<file path="config.mk">
export PLATFORM = sky130hd
export DESIGN_NAME = serial_frame_tx_flat
export DESIGN_NICKNAME = d
export VERILOG_FILES = /design/src/rtl/serial_tx_pkg.sv /design/src/rtl/serial_frame_tx_if.sv /design/src/rtl/serial_frame_tx_bit_tick_gen.sv /design/src/rtl/serial_frame_tx.sv /design/src/flat_wrapper.sv
export SDC_FILE = /design/constraint.sdc
export NUM_CORES = 1
export LEC_CHECK = 0
export BUFFER_PORTS_ARGS = -buffer_cell sky130_fd_sc_hd__buf_2
export CAP_MARGIN = 20
export CELL_PAD_IN_SITES_DETAIL_PLACEMENT = 1
export CELL_PAD_IN_SITES_GLOBAL_PLACEMENT = 1
export CORE_MARGIN = 5
export CORE_UTILIZATION = 43
export DETAILED_ROUTE_END_ITERATION = 10
export PLACE_DENSITY_LB_ADDON = 0.1
export SYNTH_ARGS = -nofsm -noshare
export SYNTH_HDL_FRONTEND = slang
export SYNTH_HIERARCHICAL = 1
export SYNTH_SLANG_ARGS = --single-unit
</file>
<file path="constraint.sdc">
create_clock -name CLK -period 3.79 [get_ports CLK]
set_input_delay 0.379 -clock CLK [delete_from_list [all_inputs] [get_ports CLK]]
set_output_delay 0.379 -clock CLK [all_outputs]
set_load 0.1 [all_outputs]
</file>
<file path="src/rtl/serial_tx_pkg.sv">
// Shared types and helpers for serial_frame_tx: state encoding, counter sizing, line levels.
package serial_tx_pkg;

  typedef enum logic [2:0] {
    IDLE,
    START,
    DATA,
    PARITY,
    STOP
  } tx_state_t;

  localparam logic START_LVL = 1'b1;
  localparam logic STOP_LVL  = 1'b0;

  // Bits needed to count 0..n-1, never less than one.
  function automatic int cnt_w(input int n);
    return (n > 1) ? $clog2(n) : 1;
  endfunction

endpackage

</file>
<file path="src/rtl/serial_frame_tx_if.sv">
// Frame source handshake plus serial line outputs of serial_frame_tx.
interface serial_frame_tx_if #(
  parameter int WIDTH = 8,
  parameter int NCH   = 1,
  parameter int CNT_W = 16
) ();

  logic [NCH*WIDTH-1:0] data;
  logic                 dataValid;
  logic                 dataReady;
  logic                 clockOut;
  logic                 dataOut;
  logic                 frameOut;
  logic [CNT_W-1:0]     frameCount;

  modport master (
    output data, dataValid,
    input  dataReady, clockOut, dataOut, frameOut, frameCount
  );

  modport slave (
    input  data, dataValid,
    output dataReady, clockOut, dataOut, frameOut, frameCount
  );

endinterface

</file>
<file path="src/rtl/serial_frame_tx_bit_tick_gen.sv">
// Half-bit timer: counts 0..DIV-1, ticks on the last count and toggles the bit-clock phase.
module bit_tick_gen
  import serial_tx_pkg::*;
#(
  parameter int DIV = 4800
) (
  input  logic CLK,
  input  logic RST_N,
  input  logic clr,
  output logic tick,
  output logic phase
);

  localparam int CW = cnt_w(DIV);
  localparam logic [CW-1:0] LAST = CW'(DIV - 1);

  logic [CW-1:0] count_reg, count_next;
  logic          phase_reg, phase_next;

  assign tick  = (count_reg == LAST);
  assign phase = phase_reg;

  always_comb begin
    count_next = count_reg;
    phase_next = phase_reg;
    if (clr) begin
      count_next = '0;
      phase_next = 1'b0;
    end else if (tick) begin
      count_next = '0;
      phase_next = ~phase_reg;
    end else begin
      count_next = count_reg + CW'(1);
    end
  end

  always_ff @(posedge CLK) begin
    if (!RST_N) begin
      count_reg <= '0;
      phase_reg <= 1'b0;
    end else begin
      count_reg <= count_next;
      phase_reg <= phase_next;
    end
  end

endmodule

</file>
<file path="src/rtl/serial_frame_tx.sv">
// Multi-channel framed serial transmitter with generated bit clock and frame counter.
// Optional even-parity bit after the data when SERIAL_TX_PARITY_EN is defined.
module serial_frame_tx
  import serial_tx_pkg::*;
#(
  parameter int WIDTH     = 8,
  parameter int NCH       = 1,
  parameter int DIV       = 4800,
  parameter int IDLE_BITS = 2,
  parameter int CNT_W     = 16
) (
  input logic CLK,
  input logic RST_N,
  serial_frame_tx_if.slave tx
);

  localparam int NBITS = NCH * WIDTH;
  localparam int BW    = cnt_w((NBITS > IDLE_BITS) ? NBITS : IDLE_BITS);
  localparam logic [BW-1:0] LAST_DATA = BW'(NBITS - 1);
  localparam logic [BW-1:0] LAST_STOP = BW'(IDLE_BITS - 1);

  tx_state_t        state_reg, state_next;
  logic [NBITS-1:0] shift_reg, shift_next, frame_word;
  logic [BW-1:0]    bit_cnt_reg, bit_cnt_next;
  logic [CNT_W-1:0] count_reg, count_next;
  logic             ready_reg;
  logic             accept, tick, phase, bit_end, frame_active, dout;
`ifdef SERIAL_TX_PARITY_EN
  logic             parity_reg, parity_next;
`endif

  // Channel 0 lands in the top bits so the shifter always emits its MSB.
  genvar gi;
  generate
    for (gi = 0; gi < NCH; gi++) begin : g_chan
      assign frame_word[NBITS-1-gi*WIDTH -: WIDTH] = tx.data[gi*WIDTH +: WIDTH];
    end
  endgenerate

  bit_tick_gen #(.DIV(DIV)) u_tick (
    .CLK   (CLK),
    .RST_N (RST_N),
    .clr   (accept),
    .tick  (tick),
    .phase (phase)
  );

  assign bit_end = tick & phase;

  always_comb begin
    state_next   = state_reg;
    shift_next   = shift_reg;
    bit_cnt_next = bit_cnt_reg;
    count_next   = count_reg;
    accept       = 1'b0;
`ifdef SERIAL_TX_PARITY_EN
    parity_next  = parity_reg;
`endif
    case (state_reg)
      IDLE:  accept = tx.dataValid & ready_reg;
      START: if (bit_end) state_next = DATA;
      DATA: if (bit_end) begin
        shift_next = shift_reg << 1;
`ifdef SERIAL_TX_PARITY_EN
        parity_next = parity_reg ^ shift_reg[NBITS-1];
`endif
        if (bit_cnt_reg == LAST_DATA) begin
          bit_cnt_next = '0;
`ifdef SERIAL_TX_PARITY_EN
          state_next   = PARITY;
`else
          state_next   = STOP;
`endif
        end else begin
          bit_cnt_next = bit_cnt_reg + BW'(1);
        end
      end
`ifdef SERIAL_TX_PARITY_EN
      PARITY: if (bit_end) state_next = STOP;
`endif
      STOP: if (bit_end) begin
        if (bit_cnt_reg == LAST_STOP) begin
          count_next = count_reg + CNT_W'(1);
          // A held dataValid is taken on the completion edge: exactly IDLE_BITS gap.
          if (tx.dataValid) accept = 1'b1;
          else state_next = IDLE;
        end else begin
          bit_cnt_next = bit_cnt_reg + BW'(1);
        end
      end
      default: state_next = IDLE;
    endcase
    if (accept) begin
      state_next   = START;
      shift_next   = frame_word;
      bit_cnt_next = '0;
`ifdef SERIAL_TX_PARITY_EN
      parity_next  = 1'b0;
`endif
    end
  end

  always_ff @(posedge CLK) begin
    if (!RST_N) begin
      state_reg   <= IDLE;
      shift_reg   <= '0;
      bit_cnt_reg <= '0;
      count_reg   <= '0;
      ready_reg   <= 1'b0;
`ifdef SERIAL_TX_PARITY_EN
      parity_reg  <= 1'b0;
`endif
    end else begin
      state_reg   <= state_next;
      shift_reg   <= shift_next;
      bit_cnt_reg <= bit_cnt_next;
      count_reg   <= count_next;
      ready_reg   <= (state_next == IDLE);
`ifdef SERIAL_TX_PARITY_EN
      parity_reg  <= parity_next;
`endif
    end
  end

`ifdef SERIAL_TX_PARITY_EN
  assign frame_active = (state_reg == START) || (state_reg == DATA) || (state_reg == PARITY);
`else
  assign frame_active = (state_reg == START) || (state_reg == DATA);
`endif

  always_comb begin
    dout = STOP_LVL;
    case (state_reg)
      START:  dout = START_LVL;
      DATA:   dout = shift_reg[NBITS-1];
`ifdef SERIAL_TX_PARITY_EN
      PARITY: dout = parity_reg;
`endif
      default: dout = STOP_LVL;
    endcase
  end

  assign tx.dataReady  = ready_reg;
  assign tx.clockOut   = phase & frame_active;
  assign tx.dataOut    = dout;
  assign tx.frameOut   = frame_active;
  assign tx.frameCount = count_reg;

endmodule

</file>
<file path="src/flat_wrapper.sv">
// flat-port wrapper written by rule: the top's interface ports become plain ports
module serial_frame_tx_flat import serial_tx_pkg::*;
#(
  parameter int WIDTH     = 8,
  parameter int NCH       = 1,
  parameter int DIV       = 4800,
  parameter int IDLE_BITS = 2,
  parameter int CNT_W     = 16
)
  (CLK, RST_N, tx_data, tx_dataValid, tx_dataReady, tx_clockOut, tx_dataOut, tx_frameOut, tx_frameCount);
  serial_frame_tx_if #(.WIDTH(WIDTH), .NCH(NCH), .CNT_W(CNT_W)) tx_i ();
  input logic CLK;
  input logic RST_N;
  input wire logic [$bits(tx_i.data)-1:0] tx_data;
  input wire logic [$bits(tx_i.dataValid)-1:0] tx_dataValid;
  output wire logic [$bits(tx_i.dataReady)-1:0] tx_dataReady;
  output wire logic [$bits(tx_i.clockOut)-1:0] tx_clockOut;
  output wire logic [$bits(tx_i.dataOut)-1:0] tx_dataOut;
  output wire logic [$bits(tx_i.frameOut)-1:0] tx_frameOut;
  output wire logic [$bits(tx_i.frameCount)-1:0] tx_frameCount;
  assign tx_i.data = tx_data;
  assign tx_i.dataValid = tx_dataValid;
  assign tx_dataReady = tx_i.dataReady;
  assign tx_clockOut = tx_i.clockOut;
  assign tx_dataOut = tx_i.dataOut;
  assign tx_frameOut = tx_i.frameOut;
  assign tx_frameCount = tx_i.frameCount;
  serial_frame_tx #(.WIDTH(WIDTH), .NCH(NCH), .DIV(DIV), .IDLE_BITS(IDLE_BITS), .CNT_W(CNT_W)) u_core (.CLK(CLK), .RST_N(RST_N), .tx(tx_i));
endmodule
</file>
==> summary.md, run 1 <==
| Metric | Value |
|---|---|
| Synthesized area | `0.00234 mm2` |
| Max VDD drop | `179 uV` |
| Core area | `0.00520 mm2` |
| Initial DRC Count | `34` |
| Hold_buf cts | `0` |
| Ratio of final minimum period to clock period | `0.778` |
| Nets | `305` |
| H-tree Lvls | `2` |
| Max reg flops | `16` |
| Hold Crit Class | `primary input to flip-flop` |
| Routed wire length | `5490 um` |
| Critical path fanouts, max | `11` |
| CP Class | `flip-flop to flip-flop` |
| Most common cell after layout, fill and taps aside | `dfxtp_1` |
| Crit-path leading delay family | `simple AND/OR/NAND/NOR gates` |
| Slowest cell on crit path | `nor4_4` |
| Seq/Total Area, Yosys | `0.385` |
| RSZ-0062 raised after global routing | `false` |
| Skew-Pair Late Insertion Delay | `300 ps` |
| Final worst slack | `840 ps` |
| CTS tree | `done` |
| Cells after Synth | `265` |
| Number of synthesized register bits | `45` |
| Area of the die | `0.00701 mm2` |
| Syn Area/Cell | `8.82 um2` |
| Clk_skew | `6.78 ps` |
| Global-route wire length before repair | `9320 um` |
| Number of cell rows | `26` |
| DRC | `0` |
| DR vias | `2049` |
| Vias per cell | `5.69` |
| Port Buffers | `30` |
| Setup TNS | `0 ps` |
| Synth warn | `6` |
| Die Y | `83.7 um` |
| Slew Viols, Final | `0` |
| Antenna-violating nets left | `0` |
| Vias in the first global route | `1939` |
| Root Buffer Master | `clkbuf_8` |
| Area grow syn2layout | `11.1%` |
| Ports | `31` |
| Number of synthesized flops with an enable pin | `0` |
| Asr flop ratio synth | `0` |
| Worst path cell trace | `ha_1 > nand4_4 > nor4_4 > and4b_1 > mux2i_1 > buf_4 > or2_2 > inv_1 > and2b_1 > o41ai_4 > nor2_1` |
| Largest net degree at the start of global routing | `27` |
| Post-CTS sizing | `0` |
| Initial antenna violation count | `0` |
| Max Cap Violations | `0` |
| TritonRoute pass-1 iters | `4` |
| CP arrival | `3110 ps` |
| Placement Setup Slack | `837 ps` |
| Ant diodes | `0` |
| GRT Resource Usage Total | `0.159` |
| Clock Tree Buf Depth | `2` |
| Most used cells in the layout excluding fill and tap cells | `45 x dfxtp_1, 30 x buf_2, 23 x a21oi_1` |
| Fmax | `0.339 GHz` |
| Worst-Margin Slew | `746 ps` |
| Post-synthesis cell type count | `51` |
| Number of CTS-inserted buffers | `5` |
| CTS sink count | `45` |
| Share of layout cells above drive strength 1 | `0.169` |
| CP Capture Type | `flip-flop` |
| Die width | `83.7 um` |
| Min Tclk post-route | `2950 ps` |
| Pwr Density | `329 mW/mm2` |
| Syn_nets | `281` |
| CTS clk-pin slew, worst paths | `80 ps` |
| Placer Congestion | `0.721` |
| Status | `finished clean` |
| Endpoints failing setup | `0` |
| CP bufs+invs | `2` |
| Initial Util | `0.449` |
| WL per Instance | `15.2 um` |
| Worst setup SP type | `flip-flop` |
| Max-slew headroom | `0.502` |
| Overflow after GRT | `0` |
| Number of setup buffers added after CTS | `0` |
| Required @ worst endpoint | `3950 ps` |
| Synth Flop Type | `dfxtp_1` |
| Endpoints failing hold | `0` |
| Crit-path max cell delay | `470 ps` |
| HPWL after DPL | `3920 um` |
| LEAKAGE | `0.000961 uW` |
## kinds of logic after synthesis
family                   Yosys count  synth area share
AO/OA/AOI/OAI                     68             0.203
XOR/XNOR                          10            0.0375
adder cells (fa/ha/maj)            5            0.0268
buffers and inverters             27            0.0519
flip-flops                        45             0.385
multiplexers                       2           0.00856
AND/OR/NAND/NOR                  108             0.287
## tightest hold or removal path, stage by stage
cell,delay (ps)
buf_2,90
nand2_1,50
o211ai_1,70
## worst paths after layout
path                                            startpoint                          to  slack (ps)  cells after the start
worst max register to register  u_core/u_tick/count_reg[0]  u_core/u_tick/count_reg[3]         840                     11
worst max-delay path            u_core/u_tick/count_reg[0]  u_core/u_tick/count_reg[3]         840                     11
worst min-delay path                            tx_data[3]         u_core/shift_reg[3]         340                      3
worst min register to register  u_core/u_tick/count_reg[0]  u_core/u_tick/count_reg[0]         470                      1
## cell type report
cell class | instances | area, um2
clock buffers | 8 | 80.1
fillers | 648 | 2610
inverters | 11 | 41.3
multi-input cells | 193 | 1320
flip-flops and latches | 45 | 901
well taps | 70 | 87.6
repair buffers | 33 | 173
## through the flow
stage          cells  hold slack [ps]  cell area, um2  total power [uW]   util
4_1_cts          360              331            2600               869  0.499
6_report         360              339            2600               855  0.499
5_1_grt          360              343            2600               900  0.499
3_3_place_gp     352              441            2520               574  0.484
2_1_floorplan    265              430            2340               558      -
3_5_place_dp     352              457            2520               575  0.484
## power by group
| part | leakage (uW) | total (uW) | switching, uW | internal (uW) |
|---|---|---|---|---|
| logic | 0.000557 | 72.0 | 51.7 | 20.4 |
| registers | 0.000364 | 491 | 8.66 | 482 |
| clock network | 0.0000395 | 292 | 161 | 131 |
| total | 0.000961 | 855 | 221 | 634 |
## cells in the mapped netlist (all sizes together) (2+ instances only)
| library cell | count | area, um2 |
|---|---|---|
| or4 | 10 | 78.8 |
| o211ai | 5 | 37.5 |
| o31ai | 9 | 67.6 |
| clkbuf | 11 | 42.5 |
| dfxtp | 45 | 901 |
| nand3 | 20 | 100 |
| nor2 | 15 | 56.3 |
| o21ai | 11 | 55.1 |
| or2 | 2 | 12.5 |
| o2111ai | 6 | 52.6 |
| ha | 5 | 62.6 |
| xor2 | 7 | 61.3 |
| a221o | 2 | 20.0 |
| nor4 | 5 | 46.3 |
| nand4 | 9 | 101 |
| nor3 | 3 | 15.0 |
| buf | 5 | 37.5 |
| and4 | 3 | 26.3 |
| a211o | 2 | 17.5 |
| inv | 11 | 41.3 |
| mux2i | 2 | 20.0 |
| nor3b | 2 | 26.3 |
| o21a | 2 | 15.0 |
| a21oi | 23 | 115 |
| xnor2 | 3 | 26.3 |
| nand2b | 3 | 18.8 |
| or3 | 6 | 38.8 |
| and3 | 4 | 25.0 |
| nand2 | 19 | 71.3 |
| and2 | 2 | 12.5 |
## metal layers
metal / vias up / global-route usage / share of wire
met2: 28 / 0.260 / 0.47
met5: - / 0 / 0
met3: 7 / 0.0365 / 0.035
li1: 1036 / - / -
met1: 978 / 0.207 / 0.48
met4: 0 / 0.0482 / 0.013
Note: power is estimated with default switching activity, not from simulation.
==> run 2: changes to the inputs <==
- clock period: 3.79 -> 3 ns (I/O delays scaled with it)
==> summary.md, run 2 (same netlist as run 1, synthesis figures left out) <==
| Metric | Value |
|---|---|
| Status | `finished clean` |
| Routed wire length | `5600 um` |
| Hold Slack | `262 ps` |
| Worst-Margin Slew | `753 ps` |
| Placer Congestion | `0.760` |
| Initial antenna violation count | `0` |
| Final instance area | `0.00264 mm2` |
| Area grow syn2layout | `12.9%` |
| Max reg flops | `16` |
| Most common cell after layout, fill and taps aside | `dfxtp_1` |
| Most used cells in the layout excluding fill and tap cells | `45 x dfxtp_1, 30 x buf_2, 22 x a21oi_1` |
| Share of layout cells above drive strength 1 | `0.186` |
| LEAKAGE | `0.000986 uW` |
| Vias in the first global route | `2059` |
| Placed insts | `354` |
| Fmax | `0.374 GHz` |
| Final Non-Filler Cells | `361` |
| CP startpoint | `u_core/u_tick/count_reg[0]` |
| Worst setup SP type | `flip-flop` |
| Min Tclk post-route | `2680 ps` |
| Number of setup buffers added after CTS | `0` |
| Hold Crit Class | `primary input to flip-flop` |
| Post-CTS sizing | `0` |
| Pwr Density | `439 mW/mm2` |
| Slew Viols, Final | `0` |
| DRC | `0` |
| Max-slew headroom | `0.498` |
| HPWL after DPL | `4010 um` |
| CTS sink count | `45` |
| Post-DP Area | `0.00254 mm2` |
| Die width | `83.7 um` |
| Number of CTS-inserted buffers | `5` |
| R2r endpoint | `u_core/bit_cnt_reg[1]` |
| Ant diodes | `0` |
| Critical path endpoint | `u_core/bit_cnt_reg[1]` |
| CTS tree | `done` |
| Overflow after GRT | `0` |
| Die Y | `83.7 um` |
| R2R cell count | `8` |
| Port Buffers | `30` |
| Area of the die | `0.00701 mm2` |
| CP arrival | `2900 ps` |
| Ports | `31` |
| Worst R2R Setup Slack | `320 ps` |
| Antenna-violating nets left | `0` |
| Skew-Pair Late Insertion Delay | `290 ps` |
| Hold_buf cts | `0` |
| CP Capture Type | `flip-flop` |
| Initial DRC Count | `86` |
| Critical path fanouts, max | `14` |
| Number of cell rows | `26` |
| Required @ worst endpoint | `3230 ps` |
| CTS clk-pin slew, worst paths | `80 ps` |
| Clock Tree Buf Depth | `2` |
| WL per Instance | `15.5 um` |
| Global-route wire length before repair | `9600 um` |
| Final Util | `0.507` |
| Initial Util | `0.449` |
| Endpoints failing setup | `0` |
| Max Cap Violations | `0` |
| Max VDD drop | `321 uV` |
| Endpoints failing hold | `0` |
| Core area | `0.00520 mm2` |
| GRT Resource Usage Total | `0.164` |
| Ratio of final minimum period to clock period | `0.892` |
| H-tree Lvls | `2` |
| CP Class | `flip-flop to flip-flop` |
| Setup TNS | `0 ps` |
| TritonRoute pass-1 iters | `4` |
| Clk_skew | `7.80 ps` |
| Largest net degree at the start of global routing | `27` |
| DR vias | `2044` |
| RSZ-0062 raised after global routing | `false` |
| Root Buffer Master | `clkbuf_8` |
| Worst R2R Start | `u_core/u_tick/count_reg[0]` |
| Nets | `307` |
| Vias per cell | `5.66` |
==> run 2: power breakdown <==
group          leakage (uW)  switching, uW  internal (uW)  total [uW]
sequential         0.000364           10.9            609         620
combinational      0.000567           68.0           27.4        95.4
clock             0.0000540            201            242         443
==> run 2: worst min path at each step <==
stage                               startpoint                    endpoint  slack (ps)  depth (start not counted)
CTS                                 tx_data[5]         u_core/shift_reg[5]         260                          3
global placement    u_core/u_tick/count_reg[0]  u_core/u_tick/count_reg[0]         440                          1
global route                        tx_data[5]         u_core/shift_reg[5]         270                          3
finish                              tx_data[5]         u_core/shift_reg[5]         260                          3
detailed placement  u_core/u_tick/count_reg[0]  u_core/u_tick/count_reg[0]         470                          1
floorplan           u_core/u_tick/count_reg[0]  u_core/u_tick/count_reg[0]         430                          1
==> run 2: layer usage <==
layer / routed length [um] / global-route usage
met2: 2690 / 0.278
met3: 174 / 0.0316
met4: 52 / 0.0482
met5: 0 / 0
met1: 2680 / 0.211
==> run 2: area by class of cell <==
cell class                      count  area (um2)
Fill cell                         649        2560
Multi-Input combinational cell    193        1320
Sequential cell                    45         901
Timing Repair Buffer               35         188
Tap cell                           70        87.6
Clock buffer                        5        68.8
Inverter                           11        41.3
Clock inverter                      2        35.0
==> run 2: metrics by stage <==
| step | power (uW) | setup WS, ps |
|---|---|---|
| 3_5_place_dp | 730 | 331 |
| 2_1_floorplan | 706 | 92.4 |
| 6_report | 1160 | 323 |
| 4_1_cts | 1170 | 310 |
| 3_3_place_gp | 728 | 376 |
| 5_1_grt | 1210 | 102 |
==> run 2: critical path, cell delays in order, from the launching register on <==
cell	delay, ps
dfxtp_1	390
ha_1	280
nand4_4	220
nor4_4	310
buf_4	180
nand2_1	120
or3_1	600
a221o_1	380
a21oi_1	130
